## src/rtl/alu_mdu_control_if.sv

```systemverilog
// ============================================================================
//  Module      : alu_mdu_control_if
//  Description : Bundle between the control unit, instruction bus, ALU and MDU
//                on one side and the ALU/MDU control block on the other.
//                slave  - the control block (consumes decode fields, drives
//                         ALU operation and MDU sequencing outputs)
//                master - the surrounding pipeline / testbench
//  Signals     : valid_i, funct7_i[6:0], ALU_Op_i[2:0], funct3_i[2:0],
//                mdu_done_i                                   (to block)
//                ALU_Operation_o[OP_W-1:0], mdu_start_o, mdu_op_o[2:0],
//                stall_o, mdu_result_sel_o, mdu_timeout_o,
//                illegal_o                                    (from block)
//  Revision    : 1.0 - initial release
// ============================================================================
`default_nettype none

interface alu_mdu_control_if #(
   parameter int OP_W = 4
);
   logic             valid_i;
   logic [6:0]       funct7_i;
   logic [2:0]       ALU_Op_i;
   logic [2:0]       funct3_i;
   logic             mdu_done_i;
   logic [OP_W-1:0]  ALU_Operation_o;
   logic             mdu_start_o;
   logic [2:0]       mdu_op_o;
   logic             stall_o;
   logic             mdu_result_sel_o;
   logic             mdu_timeout_o;
   logic             illegal_o;

   modport slave (
      input  valid_i, funct7_i, ALU_Op_i, funct3_i, mdu_done_i,
      output ALU_Operation_o, mdu_start_o, mdu_op_o, stall_o,
             mdu_result_sel_o, mdu_timeout_o, illegal_o
   );

   modport master (
      output valid_i, funct7_i, ALU_Op_i, funct3_i, mdu_done_i,
      input  ALU_Operation_o, mdu_start_o, mdu_op_o, stall_o,
             mdu_result_sel_o, mdu_timeout_o, illegal_o
   );
endinterface

`default_nettype wire

```

## src/rtl/alu_mdu_control.sv

```systemverilog
// ============================================================================
//  Module      : alu_mdu_control
//  Description : RV32 ALU control. Decodes {funct7, ALU_Op, funct3} into a
//                4-bit ALU operation for all RV32I forms and sequences the
//                multi-cycle M-extension unit (start, stall, done, timeout).
//  Ports       : clk    - core clock, rising edge
//                reset  - asynchronous, active-low
//                bus    - alu_mdu_control_if.slave (decode fields in,
//                         ALU operation / MDU control / illegal out)
//  Parameters  : OP_W (ALU op width), MDU_TIMEOUT (BUSY cycles before abort),
//                CNT_W (busy counter width, holds MDU_TIMEOUT-1)
//  Config      : RV_M_EXT_EN defined  -> M-extension decode and MDU sequencer
//                RV_M_EXT_EN undefined -> MDU outputs tied low, M encodings
//                                         are reported illegal
//  Revision    : 1.0 - initial release
// ============================================================================
`default_nettype none

module alu_mdu_control #(
   parameter int OP_W        = 4,
   parameter int MDU_TIMEOUT = 64,
   parameter int CNT_W       = 7
) (
   input  wire logic            clk,
   input  wire logic            reset,
   alu_mdu_control_if.slave     bus
);

   localparam logic [OP_W-1:0] c_ADD    = OP_W'(4'h0);
   localparam logic [OP_W-1:0] c_SUB    = OP_W'(4'h1);
   localparam logic [OP_W-1:0] c_SLL    = OP_W'(4'h2);
   localparam logic [OP_W-1:0] c_SLT    = OP_W'(4'h3);
   localparam logic [OP_W-1:0] c_SLTU   = OP_W'(4'h4);
   localparam logic [OP_W-1:0] c_XOR    = OP_W'(4'h5);
   localparam logic [OP_W-1:0] c_SRL    = OP_W'(4'h6);
   localparam logic [OP_W-1:0] c_SRA    = OP_W'(4'h7);
   localparam logic [OP_W-1:0] c_OR     = OP_W'(4'h8);
   localparam logic [OP_W-1:0] c_AND    = OP_W'(4'h9);
   localparam logic [OP_W-1:0] c_PASS_B = OP_W'(4'hA);

   localparam logic [6:0] c_F7_BASE = 7'b0000000;
   localparam logic [6:0] c_F7_ALT  = 7'b0100000;
   localparam logic [6:0] c_F7_MULD = 7'b0000001;

   logic [OP_W-1:0] w_f3_op;
   logic [OP_W-1:0] w_op;
   logic            w_ill;
   logic            w_m_enc;

   // Plain funct3 mapping shared by R-type and I-type arithmetic.
   always_comb begin
      w_f3_op = c_ADD;
      case (bus.funct3_i)
         3'b000:  w_f3_op = c_ADD;
         3'b001:  w_f3_op = c_SLL;
         3'b010:  w_f3_op = c_SLT;
         3'b011:  w_f3_op = c_SLTU;
         3'b100:  w_f3_op = c_XOR;
         3'b101:  w_f3_op = c_SRL;
         3'b110:  w_f3_op = c_OR;
         default: w_f3_op = c_AND;
      endcase
   end

   assign w_m_enc = (bus.ALU_Op_i == 3'b000) && (bus.funct7_i == c_F7_MULD);

   // Every unsupported encoding falls back to ADD and flags w_ill.
   always_comb begin
      w_op  = c_ADD;
      w_ill = 1'b0;
      case (bus.ALU_Op_i)
         3'b000: begin
            if (bus.funct7_i == c_F7_BASE) begin
               w_op = w_f3_op;
            end else if (bus.funct7_i == c_F7_ALT) begin
               if (bus.funct3_i == 3'b000)      w_op  = c_SUB;
               else if (bus.funct3_i == 3'b101) w_op  = c_SRA;
               else                             w_ill = 1'b1;
            end else if (w_m_enc) begin
`ifdef RV_M_EXT_EN
               w_op  = c_ADD;
`else
               w_ill = 1'b1;
`endif
            end else begin
               w_ill = 1'b1;
            end
         end
         3'b001: begin
            // Only the shift forms look at funct7.
            if (bus.funct3_i == 3'b001) begin
               if (bus.funct7_i == c_F7_BASE) w_op  = c_SLL;
               else                           w_ill = 1'b1;
            end else if (bus.funct3_i == 3'b101) begin
               if (bus.funct7_i == c_F7_BASE)     w_op  = c_SRL;
               else if (bus.funct7_i == c_F7_ALT) w_op  = c_SRA;
               else                               w_ill = 1'b1;
            end else begin
               w_op = w_f3_op;
            end
         end
         3'b010:  w_op = c_ADD;
         3'b011: begin
            case (bus.funct3_i)
               3'b000, 3'b001: w_op  = c_SUB;
               3'b100, 3'b101: w_op  = c_SLT;
               3'b110, 3'b111: w_op  = c_SLTU;
               default:        w_ill = 1'b1;
            endcase
         end
         3'b100:  w_op  = c_PASS_B;
         3'b101:  w_op  = c_ADD;
         default: w_ill = 1'b1;
      endcase
   end

   assign bus.ALU_Operation_o = w_op;
   assign bus.illegal_o       = bus.valid_i & w_ill;

`ifdef RV_M_EXT_EN
   typedef enum logic [1:0] {
      S_IDLE = 2'd0,
      S_BUSY = 2'd1,
      S_DONE = 2'd2
   } state_t;

   localparam logic [CNT_W-1:0] c_CNT_LAST = CNT_W'(MDU_TIMEOUT - 1);

   state_t           r_state;
   logic [CNT_W-1:0] r_cnt;
   logic             r_start;
   logic [2:0]       r_op;
   logic             r_sel;
   logic             r_tmo;
   logic             w_launch;

   assign w_launch = bus.valid_i & w_m_enc;

   // Pulse outputs default low each cycle; mdu_done_i outside BUSY is ignored.
   always_ff @(posedge clk or negedge reset) begin
      if (!reset) begin
         r_state <= S_IDLE;
         r_cnt   <= '0;
         r_start <= 1'b0;
         r_op    <= 3'b000;
         r_sel   <= 1'b0;
         r_tmo   <= 1'b0;
      end else begin
         r_start <= 1'b0;
         r_sel   <= 1'b0;
         r_tmo   <= 1'b0;
         case (r_state)
            S_IDLE: begin
               if (w_launch) begin
                  r_state <= S_BUSY;
                  r_start <= 1'b1;
                  r_op    <= bus.funct3_i;
                  r_cnt   <= '0;
               end
            end
            S_BUSY: begin
               r_cnt <= r_cnt + 1'b1;
               // A done arriving on the last allowed cycle beats the timeout.
               if (bus.mdu_done_i) begin
                  r_state <= S_DONE;
                  r_sel   <= 1'b1;
               end else if (r_cnt == c_CNT_LAST) begin
                  r_state <= S_DONE;
                  r_sel   <= 1'b1;
                  r_tmo   <= 1'b1;
               end
            end
            S_DONE:  r_state <= S_IDLE;
            default: r_state <= S_IDLE;
         endcase
      end
   end

   // Stall starts in the decode cycle itself and drops in DONE so the
   // M instruction retires together with the MDU result.
   assign bus.stall_o          = ((r_state == S_IDLE) & w_launch) | (r_state == S_BUSY);
   assign bus.mdu_start_o      = r_start;
   assign bus.mdu_op_o         = r_op;
   assign bus.mdu_result_sel_o = r_sel;
   assign bus.mdu_timeout_o    = r_tmo;
`else
   localparam int c_unused_cfg = MDU_TIMEOUT + CNT_W;
   logic w_unused_in;
   assign w_unused_in = bus.mdu_done_i ^ clk ^ reset ^ (c_unused_cfg != 0);

   assign bus.stall_o          = 1'b0;
   assign bus.mdu_start_o      = 1'b0;
   assign bus.mdu_op_o         = 3'b000;
   assign bus.mdu_result_sel_o = 1'b0;
   assign bus.mdu_timeout_o    = 1'b0;
`endif

endmodule

`default_nettype wire
```

## src/flat_wrapper.sv

```systemverilog
// flat-port wrapper written by rule: the top's interface ports become plain ports
module alu_mdu_control_flat 
#(
   parameter int OP_W        = 4,
   parameter int MDU_TIMEOUT = 64,
   parameter int CNT_W       = 7
)
  (clk, reset, bus_valid_i, bus_funct7_i, bus_ALU_Op_i, bus_funct3_i, bus_mdu_done_i, bus_ALU_Operation_o, bus_mdu_start_o, bus_mdu_op_o, bus_stall_o, bus_mdu_result_sel_o, bus_mdu_timeout_o, bus_illegal_o);
  alu_mdu_control_if #(.OP_W(OP_W)) bus_i ();
  input  wire logic clk;
  input  wire logic reset;
  input wire logic [$bits(bus_i.valid_i)-1:0] bus_valid_i;
  input wire logic [$bits(bus_i.funct7_i)-1:0] bus_funct7_i;
  input wire logic [$bits(bus_i.ALU_Op_i)-1:0] bus_ALU_Op_i;
  input wire logic [$bits(bus_i.funct3_i)-1:0] bus_funct3_i;
  input wire logic [$bits(bus_i.mdu_done_i)-1:0] bus_mdu_done_i;
  output wire logic [$bits(bus_i.ALU_Operation_o)-1:0] bus_ALU_Operation_o;
  output wire logic [$bits(bus_i.mdu_start_o)-1:0] bus_mdu_start_o;
  output wire logic [$bits(bus_i.mdu_op_o)-1:0] bus_mdu_op_o;
  output wire logic [$bits(bus_i.stall_o)-1:0] bus_stall_o;
  output wire logic [$bits(bus_i.mdu_result_sel_o)-1:0] bus_mdu_result_sel_o;
  output wire logic [$bits(bus_i.mdu_timeout_o)-1:0] bus_mdu_timeout_o;
  output wire logic [$bits(bus_i.illegal_o)-1:0] bus_illegal_o;
  assign bus_i.valid_i = bus_valid_i;
  assign bus_i.funct7_i = bus_funct7_i;
  assign bus_i.ALU_Op_i = bus_ALU_Op_i;
  assign bus_i.funct3_i = bus_funct3_i;
  assign bus_i.mdu_done_i = bus_mdu_done_i;
  assign bus_ALU_Operation_o = bus_i.ALU_Operation_o;
  assign bus_mdu_start_o = bus_i.mdu_start_o;
  assign bus_mdu_op_o = bus_i.mdu_op_o;
  assign bus_stall_o = bus_i.stall_o;
  assign bus_mdu_result_sel_o = bus_i.mdu_result_sel_o;
  assign bus_mdu_timeout_o = bus_i.mdu_timeout_o;
  assign bus_illegal_o = bus_i.illegal_o;
  alu_mdu_control #(.OP_W(OP_W), .MDU_TIMEOUT(MDU_TIMEOUT), .CNT_W(CNT_W)) u_core (.clk(clk), .reset(reset), .bus(bus_i));
endmodule
```

## config.mk

```make
export PLATFORM = sky130hd
export DESIGN_NAME = alu_mdu_control_flat
export DESIGN_NICKNAME = d
export VERILOG_FILES = /design/src/rtl/alu_mdu_control_if.sv /design/src/rtl/alu_mdu_control.sv /design/src/flat_wrapper.sv
export SDC_FILE = /design/constraint.sdc
export NUM_CORES = 1
export LEC_CHECK = 0
export CAP_MARGIN = 10
export CELL_PAD_IN_SITES_DETAIL_PLACEMENT = 1
export CELL_PAD_IN_SITES_GLOBAL_PLACEMENT = 2
export CORE_ASPECT_RATIO = 1.2
export CORE_MARGIN = 5
export CORE_UTILIZATION = 17
export DETAILED_ROUTE_END_ITERATION = 8
export GPL_ROUTABILITY_DRIVEN = 0
export PLACE_DENSITY = 0.87
export SYNTH_ARGS = -nofsm -noshare
export SYNTH_HDL_FRONTEND = slang
export SYNTH_SLANG_ARGS = --single-unit
```

## constraint.sdc

```tcl
create_clock -name vclk -period 1.75
set_clock_uncertainty 0.1 [all_clocks]
set_input_delay 0.2625 -clock vclk [all_inputs]
set_output_delay 0.2625 -clock vclk [all_outputs]
set_load 0.05 [all_outputs]
```

==> results.cfg <==
[status]
status = complete, but fails checks
violations = negative setup slack

[drt]
wirelength_um = 1760
drc = 0
drtIter0Drc = 15
ant_nets = 0
vias = 620
via_per_inst = 4.56
dr.pass1.iters = 4
wl_per_cell_um = 13.0

[floorplanning]
die-area_mm2 = 0.00347
die_width_um = 54.6
start_util_pct = 17.8
ios = 29
die_y_um = 63.5
coreArea_mm2 = 0.00228
fp-row-count = 19

[logic_synthesis]
ys_top_cells_by_count = buf_4, o21ai_0, nor2_1
synth_top_area_cell = buf_4
synth_compound_area_share_pct = 38.0
synth_top_family_by_area = compound AO/OA/AOI/OAI gates
synthAdderAreaFrac_pct = 0
synth_seq_area_share_pct = 0
synthTopCellsByArea = buf_4, o21ai_0, a31oi_1
synthSimpleGateAreaFrac_pct = 35.8
post_synth_xor_area_fraction_pct = 4.32
netlist_instances = 64
synthMuxAreaShare_pct = 2.47
yosysTopAreaCellShare_pct = 13.0
synth_area_per_cell_um2 = 6.33
netlist_area_um2 = 405
ys_warn_count = 0
yosysUniqueCellTypes = 34

[cells_and_area]
syn2layout_area_growth_pct = 135
utilization_pct = 41.8
fin_nets = 124
n_clock_buffer = 0
drive_gt1_share_pct = 54.3
fill_cells = 279
multiInputGateArea_um2 = 474
seqCellArea_um2 = 0
diodes = 0
final_area_um2 = 955
seq_cells = 0

[critical_path]
critical_path_arrival_ns = 1.65
start_kind = input port
end_kind = output pin
crit_type = input port to output pin
path_max_fanout = 2
required_ns = 1.39

[timing]
setup_viol = 5
fin_tns_setup_ns = -0.966
timing.final.crit_share_pct = 115
hold_viol = 0
max_freq_mhz = 498
rsz0062_at_grt = true
post-route-min-period_ns = 2.01
drv_slew = 0
final.setup.worst_slack_ns = -0.258

[global_routing]
grt_pass1_wl_um = 3060
antenna_found_initial = 0
track_usage_pct = 11.0
grt_use_met2_pct = 22.0
use_met1_pct = 12.8
met3_usage_pct = 0.236
first_global_vias = 692
grt-ovfl-total = 0
grt.busiest_layer = met2
grt_max_degree = 10

[pwr]
fin_total_pwr_mw = 0.250
cellPowerDensity_mw_per_mm2 = 262
peakVddDrop_mv = 0.132
p_leak_nw = 0.406

[placement]
place.port_buffers = 19
place_area_um2 = 825
dpl_worst_slack_ns = -0.630
dp_hpwl_um = 1460

[hold_path]
hp-class = input port to output pin

[job]
cap_violations = 0
cell usage in the layout (no fill, tap or decap), types with 2 or more instances in the layout:
cell type,instances
a31oi_1,3
buf_12,4
buf_2,2
buf_4,26
buf_6,2
buf_8,2
clkdlybuf4s15_1,2
clkdlybuf4s15_2,2
conb_1,7
dlygate4sd2_1,5
nand2_1,3
nand2b_1,4
nor2_1,4
nor2b_1,2
nor3_4,2
o21ai_0,2
o21ai_1,2
o21ai_2,3
or4_4,2
per-layer routing:
layer  vias up  routed length [um]
met5         -                   0
met2        20                1050
met4         0                   0
met3         0                  61
met1       290                 653
li1        310                   -
worst max-delay path, cell delays in order:
cell and delay (ns):
buf_8 0.09, buf_6 0.10, nor4_4 0.26, buf_4 0.16
a31oi_1 0.07, or4_4 0.44, o221ai_4 0.09, buf_12 0.16
metrics by stage:
| step | hold slack [ns] | instances |
|---|---|---|
| final | 1.05 | 136 |
| after floorplan | 0.612 | 70 |
| after global routing | 1.09 | 136 |
| after detailed placement | 1.12 | 131 |
| after global placement | 1.11 | 131 |
| after CTS | 1.06 | 134 |
repair_timing:
item / in CTS / in global routing
endpoints found under the hold margin: 0 / 0
setup buffers: 4 / 2
setup endpoints to repair: 5 / 5
pin swaps: 10 / 5
cloned: 0 / 0
hold buffers: 0 / 0
resized for setup: 55 / 3
final cells by class:
type / instances / area share [%]
multi-input cells: 57 / 49.7
repair buffers: 46 / 45.5
well taps: 31 / 4.06
inverters: 2 / 0.786
power by group:
part           total, mW  internal [mW]  switching (mW)  leakage (nW)
registers              0              0               0             0
clock network          0              0               0             0
logic              0.250          0.110           0.140         0.406
cells by family after synthesis:
kind of cell,Yosys count
and+or+nand+nor,25
AOI/OAI and AO/OA,22
buffers and inverters,13
xor gates and xnor gates,2
muxes,1
other,1
final timing paths:
| path | cells past startpoint | end | from | slack, ns |
|---|---|---|---|---|
| max | 8 | bus_ALU_Operation_o[0] | bus_funct7_i[3] | -0.26 |
| min | 4 | bus_ALU_Operation_o[2] | bus_funct3_i[1] | 1.05 |
(Power assumes the default switching activity.)
